`config.mk`:
```
export PLATFORM = sky130hd
export DESIGN_NAME = rr_scan_arbiter
export DESIGN_NICKNAME = d
export VERILOG_FILES = /design/src/rtl/rr_scan_arbiter.sv
export SDC_FILE = /design/constraint.sdc
export NUM_CORES = 1
export LEC_CHECK = 0
export BUFFER_PORTS_ARGS = -buffer_cell sky130_fd_sc_hd__buf_2
export CAP_MARGIN = 20
export CORE_ASPECT_RATIO = 0.75
export CORE_MARGIN = 2
export CORE_UTILIZATION = 55
export DETAILED_ROUTE_END_ITERATION = 10
export GPL_ROUTABILITY_DRIVEN = 0
export PLACE_DENSITY = 0.74
export SYNTH_ARGS = -nofsm -noshare
export SYNTH_HDL_FRONTEND = slang
export SYNTH_SLANG_ARGS = --single-unit
```
`constraint.sdc`:
```
create_clock -name CLK -period 6.1 [get_ports CLK]
set_input_delay 0.305 -clock CLK [delete_from_list [all_inputs] [get_ports CLK]]
set_output_delay 0.305 -clock CLK [all_outputs]
set_load 0.02 [all_outputs]
```
`src/rtl/rr_scan_arbiter.sv`:
```
// ---------------------------------------------------------------------------
// rr_scan_arbiter
//   Round-robin arbiter sharing one downstream resource among 8 requesters.
//   A rotating 3-bit pointer names the highest-priority requester. Grants are
//   registered, one-hot (GNT_8) plus binary index (GNT_IDX), and limited to
//   MAX_HOLD consecutive cycles. Every grant is followed by one all-zero
//   cycle in which the next arbitration takes place.
//
// Parameters
//   MAX_HOLD : maximum consecutive cycles of one grant (1..15)
//   HOLD_W   : width of the hold counter (must be able to hold MAX_HOLD)
//
// Ports
//   CLK     in   1  clock, all state updates on posedge
//   RST     in   1  synchronous active-high reset
//   REQ_8   in   8  level requests, bit i = requester i
//   GNT_8   out  8  registered one-hot grant, zero when no grant
//   GNT_IDX out  3  index of current grant, last granted index when idle
//   VALID   out  1  grant active
//   PTR     out  3  highest-priority index for the next arbitration
// ---------------------------------------------------------------------------
module rr_scan_arbiter #(
    parameter int MAX_HOLD = 4,
    parameter int HOLD_W   = 4
) (
    input  logic       CLK,
    input  logic       RST,
    input  logic [7:0] REQ_8,
    output logic [7:0] GNT_8,
    output logic [2:0] GNT_IDX,
    output logic       VALID,
    output logic [2:0] PTR
);

    localparam logic [0:0] ST_IDLE  = 1'b0;
    localparam logic [0:0] ST_GRANT = 1'b1;

    localparam logic [HOLD_W-1:0] MAX_HOLD_C = HOLD_W'(MAX_HOLD);
    localparam logic [HOLD_W-1:0] HOLD_ONE   = HOLD_W'(1);

    logic [0:0]        state_q, state_d;
    logic [7:0]        gnt_q, gnt_d;
    logic [2:0]        gnt_idx_q, gnt_idx_d;
    logic              valid_q, valid_d;
    logic [2:0]        ptr_q, ptr_d;
    logic [HOLD_W-1:0] hold_q, hold_d;

    // Requests rotated so that bit 0 is the requester at PTR; the first set
    // bit from the bottom is then the round-robin winner.
    logic [7:0] req_rot;
    logic [2:0] sel_ofs;
    logic [2:0] sel_idx;
    logic [7:0] sel_onehot;

    for (genvar gi = 0; gi < 8; gi++) begin : g_rot
        localparam logic [2:0] OFS = 3'(gi);
        // 3-bit addition wraps mod 8, giving the circular scan order.
        assign req_rot[gi]    = REQ_8[ptr_q + OFS];
        assign sel_onehot[gi] = (sel_idx == OFS);
    end

    always_comb begin
        sel_ofs = 3'd0;
        // Descending loop so the lowest set offset wins.
        for (int i = 7; i >= 0; i--) begin
            if (req_rot[i]) begin
                sel_ofs = 3'(i);
            end
        end
    end

    assign sel_idx = ptr_q + sel_ofs;

    logic release_now;
    assign release_now = !REQ_8[gnt_idx_q] || (hold_q == MAX_HOLD_C);

    always_comb begin
        state_d   = state_q;
        gnt_d     = gnt_q;
        gnt_idx_d = gnt_idx_q;
        valid_d   = valid_q;
        ptr_d     = ptr_q;
        hold_d    = hold_q;
        case (state_q)
            ST_IDLE: begin
                if (REQ_8 != 8'd0) begin
                    state_d   = ST_GRANT;
                    gnt_d     = sel_onehot;
                    gnt_idx_d = sel_idx;
                    valid_d   = 1'b1;
                    hold_d    = HOLD_ONE;
                end
            end
            ST_GRANT: begin
                if (release_now) begin
                    // Request drop and hold-limit on the same edge collapse
                    // into this single release, so PTR advances once.
                    state_d = ST_IDLE;
                    gnt_d   = 8'd0;
                    valid_d = 1'b0;
                    ptr_d   = gnt_idx_q + 3'd1;
                    hold_d  = '0;
                end else begin
                    hold_d = hold_q + HOLD_ONE;
                end
            end
            default: begin
                state_d = ST_IDLE;
                gnt_d   = 8'd0;
                valid_d = 1'b0;
                hold_d  = '0;
            end
        endcase
    end

    always_ff @(posedge CLK) begin
        if (RST) begin
            state_q   <= ST_IDLE;
            gnt_q     <= 8'd0;
            gnt_idx_q <= 3'd0;
            valid_q   <= 1'b0;
            ptr_q     <= 3'd0;
            hold_q    <= '0;
        end else begin
            state_q   <= state_d;
            gnt_q     <= gnt_d;
            gnt_idx_q <= gnt_idx_d;
            valid_q   <= valid_d;
            ptr_q     <= ptr_d;
            hold_q    <= hold_d;
        end
    end

    assign GNT_8   = gnt_q;
    assign GNT_IDX = gnt_idx_q;
    assign VALID   = valid_q;
    assign PTR     = ptr_q;

endmodule

```
==> impl_metrics.json <==
{
  "yosys.area.top_type": "dfxtp_1",
  "grt_setup_unrepaired": "no",
  "syn_nets": 198,
  "ys.warnings.count": 0,
  "cts_setup_buffers": 0,
  "cts-buffers-inserted": 3,
  "cap_violations": 0,
  "netlist_instances": 181,
  "post-dp-hpwl_mm": 2.78,
  "netlist.area_leader.share": 0.238,
  "clkTransAtPathRegs_ns": 0.07,
  "cts.path.max_buffers": 2,
  "final-max-slew-violation-count": 0,
  "regToRegStartpoint": "PTR[0]$_SDFFE_PP0P_",
  "track_usage": 0.241,
  "routedWlPerCell_um": 15.6,
  "synth.most_common_cell": "nor2_1",
  "vias_per_cell": 6.35,
  "wl_mm": 3.71,
  "fmax_ghz": 0.232,
  "synth_edf_count": 0,
  "setup_viol": 0,
  "fin_nets": 217,
  "fin_tns_setup_ns": 0,
  "critPathTopFamily": "simple AND/OR/NAND/NOR gates",
  "cts_tree": "done",
  "synth_cell_types": 40,
  "clock-sinks": 20,
  "core_area_um2": 2940,
  "power.total_w": 0.000858,
  "grt_overflow": 0,
  "cp_common_cell": "nand3_1",
  "min_period_ns": 4.32,
  "cp_data_arrival_time_ns": 4.52,
  "async_flop_share": 0,
  "crit_fanout": 12,
  "finalClockSkew_ns": 0.00168,
  "synth_common_cells": "nor2_1, nand3_1, dfxtp_1",
  "maxSlewHeadroom": 0.505,
  "dpl_cell_area_um2": 1790,
  "grt_pass1_wl_mm": 6.42,
  "drive_gt1_frac": 0.256,
  "netlist_top_cells_area": "dfxtp_1, mux4_2, nand3_1, nor2_1, ha_1",
  "cp.required_ns": 6.30,
  "fillers": 237,
  "worstMarginPinSlew_ns": 0.741,
  "cts.htree.levels": 1,
  "final_cell_area_um2": 1840,
  "antenna_found_initial": 0,
  "port_buffers": 24,
  "die_h_um": 51.9,
  "final_util": 0.628,
  "status": "finished, final reports clean",
  "hold_depth": 2,
  "cts_root_buffer": "clkbuf_8",
  "synth_area_um2": 1680,
  "critPathBufInv": 1,
  "crit_path_start_kind": "flop",
  "yosysSeqAreaShare": 0.238,
  "grt_max_degree": 16,
  "drtIter0Drc": 114,
  "rows": 17,
  "ant_nets": 0,
  "remaining_drc_errors": 0,
  "critPathKind": "reg2reg",
  "worstSetupPathDepth": 12,
  "irDropWorstVdd_v": 0.000234,
  "die_area_um2": 3520,
  "start_util": 0.572,
  "die_x_um": 67.8,
  "hold_violations": 0,
  "power_density_nw_per_um2": 465,
  "synth.avg_cell_area_um2": 9.28,
  "cp-end-kind": "flop",
  "cp_slowest_stage_delay_ns": 0.69,
  "synthFlopType": "dfxtp_1",
  "cts-hold-fix-buffers": 0,
  "clock_latency_ns": 0.26,
  "cts-resized-gates": 0,
  "via_count": 1504,
  "grt_pass1_vias": 1365,
  "worstHoldStart": "RST",
  "reg2reg_depth": 12,
  "path_cells": "inv_2, ha_1, mux4_2, mux2_2, nand2b_1, a32o_1, a22oi_1, fa_1, or3b_2, nor2_1, nand3_1, nand3_1",
  "first_pass_iters": 4,
  "leakage_nw": 0.739,
  "hold_path.class": "in2reg",
  "synth-seq-cells": 20,
  "min_period_over_period": 0.707,
  "crit_start": "PTR[0]$_SDFFE_PP0P_",
  "io_pins": 25,
  "areaGrowthSynthToFinish_pct": 9.84,
  "num_antenna_cells": 0,
  "cpMaxStageDelayCell": "dfxtp_1"
}
## registers in the layout, indices dropped and copies added, names as in the netlist
signal	count
hold_q	4
PTR	3
VALID	1
GNT_8	8
state_q	1
GNT_IDX	3
## routing by layer
layer,share of wire,up-vias,GRT usage
met2,0.45,55,0.353
li1,-,713,-
met4,0.0019,0,0.0433
met5,0,-,0
met3,0.068,2,0.0693
met1,0.48,734,0.357
## worst register-to-register path: cells and delay by family, from the launching register on
kind	cells	cell delay, ns
adders and majority gates	2	1.02
muxes	2	0.70
DFF	1	0.69
buffers and inverters	1	0.20
AOI/OAI and AO/OA	2	0.51
and+or+nand+nor	5	1.13
## path summary, 6_finish.rpt
check	endpoint	slack, ns
setup / recovery	GNT_8[2]$_SDFFE_PP0P_	1.78
hold / removal	hold_q[3]$_SDFFE_PP0P_	0.38
setup reg to reg	GNT_8[2]$_SDFFE_PP0P_	1.78
hold reg to reg	GNT_8[6]$_SDFFE_PP0P_	0.47
## placed cells by master, fill, tap and decap left out, types with 3 or more instances in the layout
master    Yosys  final
nand3b_1      4      4
nand2b_1      3      3
ha_1          6      6
inv_1         6      6
nand3_1      21     21
buf_2         4     24
o21ai_0      12     12
nor2b_1       3      3
mux2i_1       7      7
mux4_2       12     12
nor2_1       22     22
clkbuf_8      0      4
a21oi_1       8      8
nand2_1      13     13
dfxtp_1      20     20
xor2_1        4      4
## cells by family (layout without fill, tap and decap cells)
logic type / after synthesis / count (layout) / synth area share
AO/OA/AOI/OAI: 31 / 31 / 0.130
XOR/XNOR: 6 / 6 / 0.0313
adder cells (fa/ha/maj): 7 / 7 / 0.0566
buffers and inverters: 17 / 35 / 0.0499
flip-flops: 20 / 20 / 0.238
multiplexers: 25 / 25 / 0.269
AND/OR/NAND/NOR: 75 / 75 / 0.224
## where the power goes
part           internal, W  switching (W)  leakage [nW]
clock            0.0000574      0.0000436        0.0288
sequential        0.000164      0.0000589         0.164
combinational     0.000234       0.000299         0.546
total             0.000456       0.000402         0.739
## layout make-up
class,instances,area (um2),area share
inverter,7,26.3,0.0142
tap,38,47.5,0.0258
multi-input combinational,144,1190,0.648
sequential,20,400,0.217
clock buffer,4,55.1,0.0299
timing repair buffer,24,120,0.0651
## through the flow
| stage | cells | hold WS, ns | setup WS, ns |
|---|---|---|---|
| after floorplan | 181 | 0.453 | 2.23 |
| after global placement | 233 | 0.448 | 1.90 |
| after detailed placement | 233 | 0.456 | 1.80 |
| after CTS | 237 | 0.378 | 1.76 |
| after global routing | 237 | 0.397 | 1.43 |
| final | 237 | 0.379 | 1.78 |
Note: power is estimated with default switching activity, not from simulation.
